$ cat src/rtl/ram_block_mover_if.sv
// rtl/ram_block_mover_if.sv - command and single-port RAM bus bundle for ram_block_mover
interface ram_block_mover_if #(
   parameter int ADDR_WIDTH = 12,
   parameter int DATA_WIDTH = 16
);
   logic                  start;
   logic                  fill;
   logic [ADDR_WIDTH-1:0] src;
   logic [ADDR_WIDTH-1:0] dst;
   logic [ADDR_WIDTH-1:0] len;
   logic [DATA_WIDTH-1:0] fill_value;
   logic                  busy;
   logic                  done;
   logic [ADDR_WIDTH-1:0] mem_address;
   logic [DATA_WIDTH-1:0] mem_out;
   logic                  mem_load;
   logic [DATA_WIDTH-1:0] mem_in;

   modport master (
      input  start, fill, src, dst, len, fill_value, mem_in,
      output busy, done, mem_address, mem_out, mem_load
   );

   modport slave (
      output start, fill, src, dst, len, fill_value, mem_in,
      input  busy, done, mem_address, mem_out, mem_load
   );
endinterface

$ cat src/rtl/ram_block_mover.sv
// rtl/ram_block_mover.sv - RAM-to-RAM block copy / constant fill bus initiator
module ram_block_mover #(
   parameter int ADDR_WIDTH   = 12,
   parameter int DATA_WIDTH   = 16,
   parameter int READ_LATENCY = 1
) (
   input  logic              clk,
   input  logic              reset,
   ram_block_mover_if.master bus
);
   typedef enum logic [2:0] {S_IDLE, S_READ, S_WAIT, S_WRITE, S_DONE} state_t;

   localparam logic [1:0] WAIT_INIT = 2'(READ_LATENCY - 1);

   state_t                state_q, state_d;
   logic [ADDR_WIDTH-1:0] idx_q, idx_d;
   logic [ADDR_WIDTH-1:0] src_q, src_d;
   logic [ADDR_WIDTH-1:0] dst_q, dst_d;
   logic [ADDR_WIDTH-1:0] len_q, len_d;
   logic                  fill_q, fill_d;
   logic [DATA_WIDTH-1:0] fv_q, fv_d;
   logic [DATA_WIDTH-1:0] data_q, data_d;
   logic [1:0]            wait_q, wait_d;
   logic [ADDR_WIDTH-1:0] idx_next;

   always_ff @(posedge clk) begin
      if (reset) begin
         state_q <= S_IDLE;
         idx_q   <= '0;
         src_q   <= '0;
         dst_q   <= '0;
         len_q   <= '0;
         fill_q  <= 1'b0;
         fv_q    <= '0;
         data_q  <= '0;
         wait_q  <= '0;
      end else begin
         state_q <= state_d;
         idx_q   <= idx_d;
         src_q   <= src_d;
         dst_q   <= dst_d;
         len_q   <= len_d;
         fill_q  <= fill_d;
         fv_q    <= fv_d;
         data_q  <= data_d;
         wait_q  <= wait_d;
      end
   end

   always_comb begin
      state_d         = state_q;
      idx_d           = idx_q;
      src_d           = src_q;
      dst_d           = dst_q;
      len_d           = len_q;
      fill_d          = fill_q;
      fv_d            = fv_q;
      data_d          = data_q;
      wait_d          = wait_q;
      idx_next        = idx_q + ADDR_WIDTH'(1);
      bus.busy        = 1'b0;
      bus.done        = 1'b0;
      bus.mem_address = '0;
      bus.mem_out     = '0;
      bus.mem_load    = 1'b0;

      case (state_q)
         S_IDLE: begin
            if (bus.start) begin
               src_d  = bus.src;
               dst_d  = bus.dst;
               len_d  = bus.len;
               fill_d = bus.fill;
               fv_d   = bus.fill_value;
               idx_d  = '0;
               if (bus.len == '0)  state_d = S_DONE;
               else if (bus.fill)  state_d = S_WRITE;
               else                state_d = S_READ;
            end
         end
         S_READ: begin
            bus.busy        = 1'b1;
            bus.mem_address = src_q + idx_q;
            wait_d          = WAIT_INIT;
            state_d         = S_WAIT;
         end
         S_WAIT: begin
            // Address is held for the whole latency window so any RAM pipeline depth sees it.
            bus.busy        = 1'b1;
            bus.mem_address = src_q + idx_q;
            if (wait_q == 2'd0) begin
               data_d  = bus.mem_in;
               state_d = S_WRITE;
            end else begin
               wait_d = wait_q - 2'd1;
            end
         end
         S_WRITE: begin
            bus.busy        = 1'b1;
            bus.mem_address = dst_q + idx_q;
            bus.mem_load    = 1'b1;
            bus.mem_out     = fill_q ? fv_q : data_q;
            idx_d           = idx_next;
            if (idx_next == len_q) state_d = S_DONE;
            else if (fill_q)       state_d = S_WRITE;
            else                   state_d = S_READ;
         end
         S_DONE: begin
            bus.done = 1'b1;
            state_d  = S_IDLE;
         end
         default: state_d = S_IDLE;
      endcase
   end
endmodule

$ cat src/flat_wrapper.sv
// flat-port wrapper written by rule: the top's interface ports become plain ports
module ram_block_mover_flat 
#(
   parameter int ADDR_WIDTH   = 12,
   parameter int DATA_WIDTH   = 16,
   parameter int READ_LATENCY = 1
)
  (clk, reset, bus_start, bus_fill, bus_src, bus_dst, bus_len, bus_fill_value, bus_mem_in, bus_busy, bus_done, bus_mem_address, bus_mem_out, bus_mem_load);
  ram_block_mover_if #(.ADDR_WIDTH(ADDR_WIDTH), .DATA_WIDTH(DATA_WIDTH)) bus_i ();
  input  logic clk;
  input  logic reset;
  input wire logic [$bits(bus_i.start)-1:0] bus_start;
  input wire logic [$bits(bus_i.fill)-1:0] bus_fill;
  input wire logic [$bits(bus_i.src)-1:0] bus_src;
  input wire logic [$bits(bus_i.dst)-1:0] bus_dst;
  input wire logic [$bits(bus_i.len)-1:0] bus_len;
  input wire logic [$bits(bus_i.fill_value)-1:0] bus_fill_value;
  input wire logic [$bits(bus_i.mem_in)-1:0] bus_mem_in;
  output wire logic [$bits(bus_i.busy)-1:0] bus_busy;
  output wire logic [$bits(bus_i.done)-1:0] bus_done;
  output wire logic [$bits(bus_i.mem_address)-1:0] bus_mem_address;
  output wire logic [$bits(bus_i.mem_out)-1:0] bus_mem_out;
  output wire logic [$bits(bus_i.mem_load)-1:0] bus_mem_load;
  assign bus_i.start = bus_start;
  assign bus_i.fill = bus_fill;
  assign bus_i.src = bus_src;
  assign bus_i.dst = bus_dst;
  assign bus_i.len = bus_len;
  assign bus_i.fill_value = bus_fill_value;
  assign bus_i.mem_in = bus_mem_in;
  assign bus_busy = bus_i.busy;
  assign bus_done = bus_i.done;
  assign bus_mem_address = bus_i.mem_address;
  assign bus_mem_out = bus_i.mem_out;
  assign bus_mem_load = bus_i.mem_load;
  ram_block_mover #(.ADDR_WIDTH(ADDR_WIDTH), .DATA_WIDTH(DATA_WIDTH), .READ_LATENCY(READ_LATENCY)) u_core (.clk(clk), .reset(reset), .bus(bus_i));
endmodule
$ cat config.mk
export PLATFORM = sky130hd
export DESIGN_NAME = ram_block_mover_flat
export DESIGN_NICKNAME = d
export VERILOG_FILES = /design/src/rtl/ram_block_mover_if.sv /design/src/rtl/ram_block_mover.sv /design/src/flat_wrapper.sv
export SDC_FILE = /design/constraint.sdc
export NUM_CORES = 1
export LEC_CHECK = 0
export ABC_AREA = 1
export CAP_MARGIN = 20
export CORE_ASPECT_RATIO = 1.2
export CORE_UTILIZATION = 35
export DETAILED_ROUTE_END_ITERATION = 16
export GPL_ROUTABILITY_DRIVEN = 0
export PLACE_DENSITY = 0.68
export SLEW_MARGIN = 0
export SYNTH_ARGS = -nofsm -noshare
export SYNTH_HDL_FRONTEND = slang
export SYNTH_SLANG_ARGS = --single-unit
$ cat constraint.sdc
create_clock -name clk -period 7.08 [get_ports clk]
set_input_delay 1.416 -clock clk [delete_from_list [all_inputs] [get_ports clk]]
set_output_delay 1.416 -clock clk [all_outputs]
set_load 0.01 [all_outputs]
==> results.yml <==
timing:
  slew_viol_final: 0
  slew-limit-headroom_pct: 44.6
  setup_violations: 0
  finalHoldWorstSlack_ns: 0.451
  layout_setup_ws_ns: 2.12
  hold_violations: 0
  fmax_mhz: 201
  min_period_ns: 4.96
  worst_pin_slew_ns: 0.831
  tns_ns: 0
  rsz0062_at_grt: "false"
  fin_crit_sh_pct: 70.1
  finClkSkew_ns: 0.00368
die:
  die_w_um: 106
  die-area_mm2: 0.0134
  fp-row-count: 45
  io_pins: 103
  coreArea_mm2: 0.0127
  fp.dieH_um: 127
  initial_utilization_pct: 35.9
layout:
  stdcell_area_mm2: 0.00598
  layout-drive-gt1-share_pct: 3.30
  layout_common_cells: "151 x nand2_1, 102 x clkdlybuf4s50_1, 94 x o21ai_0"
  syn_to_final_growth_pct: 31.7
  mostFrequentLayoutCell: "nand2_1"
  final_nets: 869
  n_fill_cell: 1326
  diodes: 0
route:
  drt_pass1_iterations: 5
  drt-initial-drc-count: 227
  viasPerCell: 4.86
  antenna_left: 0
  routed_wirelength_um: 12400
  wl_per_cell_um: 13.0
  drc_errors: 0
  vias: 4622
placed_design:
  dp_worst_setup_slack_ns: 2.46
  io_buffers: 102
  dpl_cell_area_mm2: 0.00568
  dpl.hpwl_um: 9160
power:
  vdd_drop_max_mv: 0.136
  power.density_mw_per_mm2: 305
  leakagePower_nw: 2.44
  totalPowerFinal_mw: 1.82
run_status:
  status: "complete, no violations"
clocking:
  cts_resized: 0
  clk-insertion-delay-late_ns: 0.33
  clock_path_buffers: 2
  cts_root_buf: "clkbuf_16"
  hold_buffers: 0
  cts_tree: "built"
  htree_levels: 3
  path_clk_slew_ns: 0.06
  numCtsBuffers: 9
  cts.sinks: 86
  cts_setup_buffers: 0
synthesis:
  synth_seq_cells: 86
  synth_area_mm2: 0.00454
  ys_warn_count: 0
  synth_nets: 784
  netlist-cell-type-count: 29
  syn-instance-count: 698
  ys_seq_area_share_pct: 37.9
  avgSynthCellArea_um2: 6.51
global_routing:
  grt.total_usage_pct: 19.1
  antenna_found_initial: 0
  grt_pass1_wl_um: 20500
  grt_max_degree: 39
  grt-ovfl-total: 0
  grt_pass1_vias: 4370
min_path:
  min_path_type: "flop to flop"
setup_path:
  crit_path_start_kind: "flop"
  critical_path_class: "flop to output pin"
  cp_max_fo: 38
  crit_path_end_kind: "output pin"
  crit_arrival_ns: 3.55
  crit_required_ns: 5.66
run:
  maxCapViolCount: 0
## synth_stat cells, drive strengths merged
cell type	number	share of area, %
clkbuf	29	2.4
o31ai	1	0.17
nand4	4	0.55
nor2	80	7.1
nand2	152	13
a211o	1	0.19
dfxtp	86	38
buf	4	0.47
o21ai	94	10
nor3	2	0.22
a211oi	2	0.33
xnor2	1	0.19
nand3	42	4.7
ha	13	3.6
nand3b	3	0.50
fa	1	0.44
o21a	1	0.17
a31oi	1	0.14
xor2	5	0.96
a21o	1	0.17
o2111ai	1	0.19
a21oi	83	9.2
inv	91	7.5
## final timing paths
check	start	to	slack [ns]	depth (start not counted)
setup reg to reg	u_core.state_q[0]	u_core.idx_q[7]	4.34	9
setup / recovery	u_core.state_q[2]	bus_mem_address[9]	2.12	13
hold reg to reg	u_core.fv_q[13]	u_core.fv_q[13]	0.45	2
hold / removal	u_core.fv_q[13]	u_core.fv_q[13]	0.45	2
## per-stage QoR
step / std cells / util, %
floorplan: 698 / -
global placement: 936 / 44.9
detailed placement: 936 / 44.9
CTS: 951 / 47.2
global route: 951 / 47.2
finish: 951 / 47.2
## power by group
group	switching [mW]	internal (mW)	leakage, nW
clock network	0.187	0.291	0.149
registers	0.0511	0.609	0.706
logic	0.431	0.256	1.58
## registers in the layout (all words and copies together) (netlist names)
register,flops
u_core.idx_q,12
u_core.dst_q,12
u_core.len_q,12
u_core.fill_q,1
u_core.data_q,16
u_core.src_q,12
u_core.wait_q,2
u_core.state_q,3
u_core.fv_q,16
## kinds of logic after synthesis
logic type	synth area share [%]
AOI/OAI and AO/OA	20.9
xor gates and xnor gates	1.16
adders and majority gates	4.02
buffers and inverters	10.4
DFF	37.9
and+or+nand+nor	25.6
## layer usage
| metal | GRT usage (%) | vias to the layer above | wire length, um |
|---|---|---|---|
| met1 | 23.5 | 2065 | 5560 |
| met3 | 2.47 | 19 | 609 |
| met2 | 32.9 | 122 | 5900 |
| li1 | - | 2416 | - |
| met5 | 0 | - | 0 |
| met4 | 9.40 | 0 | 324 |
## area by class of cell
type / count / area, um^2 / area share (%)
multi-input cells: 488 / 2360 / 39.4
repair buffers: 107 / 1060 / 17.7
flip-flops and latches: 86 / 1720 / 28.8
inverters: 91 / 342 / 5.71
well taps: 164 / 205 / 3.43
clock inverters: 3 / 43.8 / 0.732
clock buffers: 12 / 256 / 4.29
## critical path, cell delays in order (launching register included)
cell	delay (ns)
dfxtp_1	0.35
inv_1	0.08
nand2_1	0.10
nor2_4	0.30
buf_4	0.45
o21ai_0	0.15
ha_1	0.35
a21oi_1	0.13
o21ai_0	0.12
a21oi_1	0.21
o21ai_0	0.15
a21oi_1	0.15
o21a_1	0.13
clkdlybuf4s50_1	0.52
Power figures use the tool's default switching activity.
